==> src/rtl/sipo_ctrl_pkg.sv <==
// Shared types and helpers for the SIPO word receive controller.
// Holds the FSM state encoding and the bit-counter width helper.
package sipo_ctrl_pkg;

    typedef enum logic [1:0] {
        ST_IDLE   = 2'd0,
        ST_SHIFT  = 2'd1,
        ST_COMMIT = 2'd2
    } state_t;

    // Bits needed to index DATA_WIDTH serial positions (ceil(log2(w)), minimum 1).
    function automatic int unsigned bit_cnt_width(input int unsigned w);
        int unsigned n;
        n = 1;
        while ((32'd1 << n) < w) n++;
        return n;
    endfunction

endpackage

==> src/rtl/sipo_shift_stage.sv <==
// Serial-in/parallel-out shift register; falling-edge clocked, first bit ends in MSB.
// Synchronous clear has priority over shifting.
module sipo_shift_stage #(
    parameter int unsigned DATA_WIDTH = 4
) (
    input  logic                  Clk_In,
    input  logic                  Reset_In,
    input  logic                  Clear_In,
    input  logic                  Shift_En_In,
    input  logic                  Serial_Data_In,
    output logic [DATA_WIDTH-1:0] Shift_Data_Out
);

    always_ff @(negedge Clk_In or posedge Reset_In) begin
        if (Reset_In) begin
            Shift_Data_Out <= '0;
        end else if (Clear_In) begin
            Shift_Data_Out <= '0;
        end else if (Shift_En_In) begin
            Shift_Data_Out <= {Shift_Data_Out[DATA_WIDTH-2:0], Serial_Data_In};
        end
    end

endmodule

==> src/rtl/sipo_word_receive_controller.sv <==
// Frames serial bits into DATA_WIDTH-bit words and commits them into a one-entry
// valid/ready holding register, flagging overrun and counting committed words.
module sipo_word_receive_controller
    import sipo_ctrl_pkg::*;
#(
    parameter int unsigned DATA_WIDTH = 4,
    parameter int unsigned CNT_WIDTH  = 8
) (
    input  logic                  Clk_In,
    input  logic                  Reset_In,
    input  logic                  Enable_In,
    input  logic                  Start_In,
    input  logic                  Serial_Valid_In,
    input  logic                  Serial_Data_In,
    input  logic                  Word_Ready_In,
    output logic [DATA_WIDTH-1:0] Word_Data_Out,
    output logic                  Word_Valid_Out,
    output logic                  Busy_Out,
    output logic                  Overrun_Out,
    input  logic                  Clear_Overrun_In,
    output logic [CNT_WIDTH-1:0]  Word_Count_Out
);

    localparam int unsigned BW = bit_cnt_width(DATA_WIDTH);
    localparam logic [BW-1:0] LAST_BIT = BW'(DATA_WIDTH - 1);

    state_t                  state;
    logic [BW-1:0]           bit_cnt;
    logic [DATA_WIDTH-1:0]   shreg;
    logic                    sh_clear;
    logic                    sh_en;
    logic                    commit_now;
    logic                    can_load;
    logic                    last_bit;

    // Start_In always restarts assembly, so it also discards a strobe on the same edge.
    always_comb begin
        sh_clear   = !Enable_In || Start_In;
        sh_en      = Enable_In && !Start_In && (state == ST_SHIFT) && Serial_Valid_In;
        commit_now = Enable_In && (state == ST_COMMIT);
        can_load   = !Word_Valid_Out || Word_Ready_In;
        last_bit   = (bit_cnt == LAST_BIT);
    end

    sipo_shift_stage #(
        .DATA_WIDTH(DATA_WIDTH)
    ) u_shift (
        .Clk_In        (Clk_In),
        .Reset_In      (Reset_In),
        .Clear_In      (sh_clear),
        .Shift_En_In   (sh_en),
        .Serial_Data_In(Serial_Data_In),
        .Shift_Data_Out(shreg)
    );

    assign Busy_Out = (state != ST_IDLE);

    always_ff @(negedge Clk_In or posedge Reset_In) begin
        if (Reset_In) begin
            state          <= ST_IDLE;
            bit_cnt        <= '0;
            Word_Data_Out  <= '0;
            Word_Valid_Out <= 1'b0;
            Overrun_Out    <= 1'b0;
            Word_Count_Out <= '0;
        end else begin
            // A commit on the same edge as an accept keeps Valid high with the new word.
            if (commit_now && can_load) begin
                Word_Data_Out  <= shreg;
                Word_Valid_Out <= 1'b1;
                Word_Count_Out <= Word_Count_Out + 1'b1;
            end else if (Word_Valid_Out && Word_Ready_In) begin
                Word_Valid_Out <= 1'b0;
            end

            if (commit_now && !can_load) begin
                Overrun_Out <= 1'b1;
            end else if (Clear_Overrun_In) begin
                Overrun_Out <= 1'b0;
            end

            if (!Enable_In) begin
                state   <= ST_IDLE;
                bit_cnt <= '0;
            end else begin
                case (state)
                    ST_IDLE: begin
                        if (Start_In) begin
                            state   <= ST_SHIFT;
                            bit_cnt <= '0;
                        end
                    end
                    ST_SHIFT: begin
                        if (Start_In) begin
                            bit_cnt <= '0;
                        end else if (Serial_Valid_In) begin
                            if (last_bit) begin
                                state   <= ST_COMMIT;
                                bit_cnt <= '0;
                            end else begin
                                bit_cnt <= bit_cnt + 1'b1;
                            end
                        end
                    end
                    ST_COMMIT: begin
                        state   <= Start_In ? ST_SHIFT : ST_IDLE;
                        bit_cnt <= '0;
                    end
                    default: begin
                        state   <= ST_IDLE;
                        bit_cnt <= '0;
                    end
                endcase
            end
        end
    end

endmodule

==> config.mk <==
export PLATFORM = sky130hd
export DESIGN_NAME = sipo_word_receive_controller
export DESIGN_NICKNAME = d
export VERILOG_FILES = /design/src/rtl/sipo_ctrl_pkg.sv /design/src/rtl/sipo_shift_stage.sv /design/src/rtl/sipo_word_receive_controller.sv
export SDC_FILE = /design/constraint.sdc
export NUM_CORES = 1
export LEC_CHECK = 0
export CAP_MARGIN = 0
export CELL_PAD_IN_SITES_DETAIL_PLACEMENT = 1
export CELL_PAD_IN_SITES_GLOBAL_PLACEMENT = 1
export CORE_MARGIN = 2
export CORE_UTILIZATION = 37
export CTS_CLUSTER_SIZE = 12
export DETAILED_ROUTE_END_ITERATION = 10
export MAX_ROUTING_LAYER = met4
export PLACE_DENSITY = 0.77
export SLEW_MARGIN = 40
export SYNTH_ARGS = -nofsm -noshare
export SYNTH_HDL_FRONTEND = slang
export SYNTH_SLANG_ARGS = --single-unit
==> constraint.sdc <==
create_clock -name Clk_In -period 1.6 [get_ports Clk_In]
set_input_delay 0.24 -clock Clk_In [delete_from_list [all_inputs] [get_ports Clk_In]]
set_output_delay 0.24 -clock Clk_In [all_outputs]
set_load 0.03 [all_outputs]
## Word level (Yosys, flattened, before mapping)

Cells that the tools add are included.

- Bits of input ports: 8
- Flip-flop bits (word level): 22
- Logic and storage cells: 56

- $add $sub $neg: 2
- Equal/unequal tests: 8
- Muxes and demuxes: 19
- Reductions and logical operators: 20

Operators with widths:

| kind | count |
|---|---|
| $mux W2 | 10 |
| $ne A3 B3 Y1 const B | 4 |
| $add A8 B1 Y8 const B | 1 |
| $mux W4 | 2 |
| $reduce_bool A2 Y1 | 4 |
| $logic_and A1 B1 Y1 | 7 |
| $pmux W2 S3 | 1 |
| $mux W1 | 5 |
| $eq A2 B2 Y1 const B | 2 |
| $logic_not A1 Y1 | 4 |
| $ne A4 B4 Y1 const B | 1 |
| $pmux W2 S2 | 1 |
| $reduce_and A4 Y1 | 1 |
| $add A2 B1 Y2 const B | 1 |
| $eq A2 B1 Y1 const B | 1 |
| $logic_not A2 Y1 | 1 |
| $logic_or A1 B1 Y1 | 2 |
| $reduce_and A2 Y1 | 1 |

## Depth between registers and ports, before layout

- Depth after elaboration: 6
- Mapped depth: 4

## By module

From an unflattened synthesis, not the netlist that was laid out.

- Cells, all modules: 83
- Area, all modules: 984.7 µm²

By module, submodules not included:

| module | times used | sequential area each (µm²) | cells each | area each (µm²) |
|---|---|---|---|---|
| sipo_word_receive_controller | 1 | 450.4 | 69 | 820.8 |
| sipo_shift_stage | 1 | 100.1 | 14 | 163.9 |

==> run summary <==
outcome: complete, but fails checks
violations in the final reports: negative setup slack
endpoint required time on the critical path: 1.36 ns
setup repair after global routing missed its margin: true
routed wire length: 2690 um
sequential share of the synthesized area: 55.4%
share of layout cells above drive strength 1: 51.4%
Worst setup SP type: flop
worst vdd rail ir drop: 0.633 mV
wire length of the first global-routing pass: 4310 um
Max transition margin: 78.8%
overall via count from detail_route: 864
number of nets in the layout: 151
combined buffer and inverter count along the critical path: 1
post-detailed-placement cell area: 0.00137 mm^2
initial cell density of the core: 39.7%
maximum fanout along the worst path: 2
clock tree from TritonCTS: done
data arrival at the endpoint of the critical path: 1.85 ns
hold_ws: 0.493 ns
placed wire-length estimate: 1760 um
number of cells in the finished layout apart from fillers: 170
syn_nets: 95
all-layer global routing usage: 17.7%
power density normalized to cell area: 587 mW/mm^2
path category of the worst min-delay check: flop to flop
maximum number of pins on one net before global-route repair: 23
CTS root buf: sky130_fd_sc_hd__clkbuf_4
Worst Setup Slack post-DPL: -0.867 ns
antenna-violating nets left: 0
list of cells traversed by the critical path: or2_4 > buf_6
post-detailed-route wirelength per cell: 15.8 um
number of design rule violations left after detail routing: 0
number of sinks on the clock net: 22
Final setup violation count: 23
count of buffers from port buffering: 22
Post-synth top flop: sky130_fd_sc_hd__dfrtn_1
drt first-iter violations: 12
Static Leak: 0.855 nW
vias per std cell: 5.08
total power after layout: 0.000954 W
number of buffers on the longest clock path: 2
remaining global-route overflow: 0
final clock skew: 0.00611 ns
largest incremental delay on the critical path: 0.37 ns
iteration count of the initial detailed-routing pass: 4
final-report hold violation count: 0
endpoint class of the critical path: primary output
count of synthesis-stage warnings from yosys: 0
CTS hold repair buffers: 0
synthesized netlist cell count: 85
final setup slack of the worst path: -0.489 ns
final instance area: 0.00163 mm^2
number of placed instances, taps included: 153
number of H-tree levels: 1
syn avg cell area: 11.7 um^2
number of unique standard cell types used by synthesis: 28
number of top-level pins: 23
top cells by area, synth: sky130_fd_sc_hd__dfrtn_1 (55%), sky130_fd_sc_hd__xor2_1 (6.2%), sky130_fd_sc_hd__mux2_2 (5.7%)
Clk Latency, worst-skew pair: 0.30 ns
number of placement rows: 18
routability congestion estimate from global placement: 0.723
flop and latch count out of synthesis: 22
Slowest-stage cell, CP: sky130_fd_sc_hd__dfrtn_1
die area: 0.00312 mm^2
Synth area leader: sky130_fd_sc_hd__dfrtn_1
Area Overhead vs Synth: 63.6%
number of max-capacitance violations reported: 0
Die Span Y: 55.8 um
area of the placeable core: 0.00250 mm^2
clock buffer count from CTS: 3
type of the worst setup path: flop to primary output
via count of the first global-routing pass: 925
slew at the pin closest to its max-slew limit: 0.315 ns
clock-pin slew on the worst setup and hold paths: 0.09 ns
die outline width: 55.8 um
share of Yosys cell area claimed by the top area cell type: 55.4%
Antenna diodes: 0
FFs w/ async S/R, synth: 100%
number of synthesized flops with an enable pin: 0
final max-slew violation count: 0
CP delay by family, top: flip-flops
initial antenna violation count: 0
summed instance area of the synthesized netlist: 993 um^2
logic make-up (layout without fill, tap and decap cells):
| family | count (synthesis) | after routing | share of synthesized area, % |
|---|---|---|---|
| muxes | 7 | 7 | 7.68 |
| xor gates and xnor gates | 7 | 7 | 6.17 |
| and+or+nand+nor | 26 | 26 | 16.6 |
| buffers and inverters | 10 | 65 | 4.66 |
| adders and majority gates | 2 | 2 | 2.52 |
| AOI/OAI and AO/OA | 11 | 11 | 6.93 |
| DFF | 22 | 22 | 55.4 |
per-stage QoR:
step	setup TNS, ns	utilization (%)
5_1_grt	-6.32	65.0
4_1_cts	-5.26	62.5
3_5_place_dp	-15.80	54.6
6_report	-5.40	65.0
2_1_floorplan	-2.84	-
3_3_place_gp	-15.00	54.6
cells in the mapped netlist, types with 2 or more instances:
master,instances
sky130_fd_sc_hd__o21ai_0,4
sky130_fd_sc_hd__o211ai_1,4
sky130_fd_sc_hd__inv_1,8
sky130_fd_sc_hd__dfrtn_1,22
sky130_fd_sc_hd__mux2_2,5
sky130_fd_sc_hd__nand2_1,4
sky130_fd_sc_hd__nand2b_1,2
sky130_fd_sc_hd__xor2_1,7
sky130_fd_sc_hd__mux2i_1,2
sky130_fd_sc_hd__nor2_1,2
sky130_fd_sc_hd__ha_1,2
sky130_fd_sc_hd__nor2b_1,2
sky130_fd_sc_hd__nor4_1,3
sky130_fd_sc_hd__nand3_1,2
sky130_fd_sc_hd__nor3_1,3
flip-flops by register name, summed over array words and instances (netlist names):
signal and flops:
Word_Data_Out 4, Word_Count_Out 8, bit_cnt 2, u_shift.Shift_Data_Out 4, Word_Valid_Out 1, state 2
Overrun_Out 1
layer usage:
layer  track usage, %  wire [um]  part of all wire, %  vias up
met3             4.19         96                  3.6        4
met2             30.3       1400                   52       26
met5                -          0                    0        -
li1                 -          -                    -      403
met1             21.6       1150                   43      431
met4             3.40         42                  1.6        0
area by class of cell:
class,count,area (um^2)
Fill cell,265,875
Inverter,8,30.0
Timing Repair Buffer,53,487
Sequential cell,22,551
Clock buffer,4,36.3
Tap cell,30,37.5
Multi-Input combinational cell,53,484
report_power, final:
group / leakage (nW) / internal [W] / switching [W] / total [W]
Sequential: 0.306 / 0.000562 / 0.00000212 / 0.000564
Combinational: 0.529 / 0.0000412 / 0.0000389 / 0.0000801
Clock: 0.0210 / 0.000139 / 0.000171 / 0.000309
cells in the final DEF, fill, tap and decap left out, types with 2 or more instances in the layout:
cell type                          n
sky130_fd_sc_hd__mux2i_1           2
sky130_fd_sc_hd__clkbuf_4          3
sky130_fd_sc_hd__o21ai_2           2
sky130_fd_sc_hd__buf_4            28
sky130_fd_sc_hd__clkdlybuf4s50_1   3
sky130_fd_sc_hd__dfrtn_1          22
sky130_fd_sc_hd__xor2_1            7
sky130_fd_sc_hd__nand2_1           4
sky130_fd_sc_hd__o211ai_1          4
sky130_fd_sc_hd__mux2_4            5
sky130_fd_sc_hd__o21ai_1           2
sky130_fd_sc_hd__nor3_1            3
sky130_fd_sc_hd__ha_1              2
sky130_fd_sc_hd__buf_6            17
sky130_fd_sc_hd__inv_1             8
sky130_fd_sc_hd__nor4_2            2
sky130_fd_sc_hd__nor2_1            2
sky130_fd_sc_hd__nand3_1           2
final timing paths:
| path | startpoint | end | slack (ns) | cells after the start |
|---|---|---|---|---|
| worst max register to register | Word_Count_Out[2]$_DFFE_NP0P_ | Word_Count_Out[6]$_DFFE_NP0P_ | 0.09 | 6 |
| worst max-delay path | state[1]$_DFFE_NP0P_ | Busy_Out | -0.49 | 2 |
| max in group asynchronous | Reset_In | Word_Data_Out[1]$_DFFE_NP0P_ | 0.42 | 3 |
| worst min register to register | u_shift.Shift_Data_Out[3]$_DFFE_NP0P_ | Word_Data_Out[3]$_DFFE_NP0P_ | 0.49 | 1 |
| worst min-delay path | u_shift.Shift_Data_Out[3]$_DFFE_NP0P_ | Word_Data_Out[3]$_DFFE_NP0P_ | 0.49 | 1 |
| min in group asynchronous | Reset_In | Word_Count_Out[5]$_DFFE_NP0P_ | 1.00 | 3 |
what timing repair did:
item,in CTS,in global routing
gates resized for setup,41,7
pin swaps,3,4
buffers inserted,7,6
setup endpoints to repair,37,26
worst register-to-register path: stages (launching register included):
cell and delay (ns):
sky130_fd_sc_hd__dfrtn_1 0.44, sky130_fd_sc_hd__buf_4 0.11, sky130_fd_sc_hd__buf_4 0.09, sky130_fd_sc_hd__buf_4 0.12
sky130_fd_sc_hd__nand3_1 0.15, sky130_fd_sc_hd__nor4_1 0.33, sky130_fd_sc_hd__xor2_1 0.11
(Power assumes the default switching activity.)
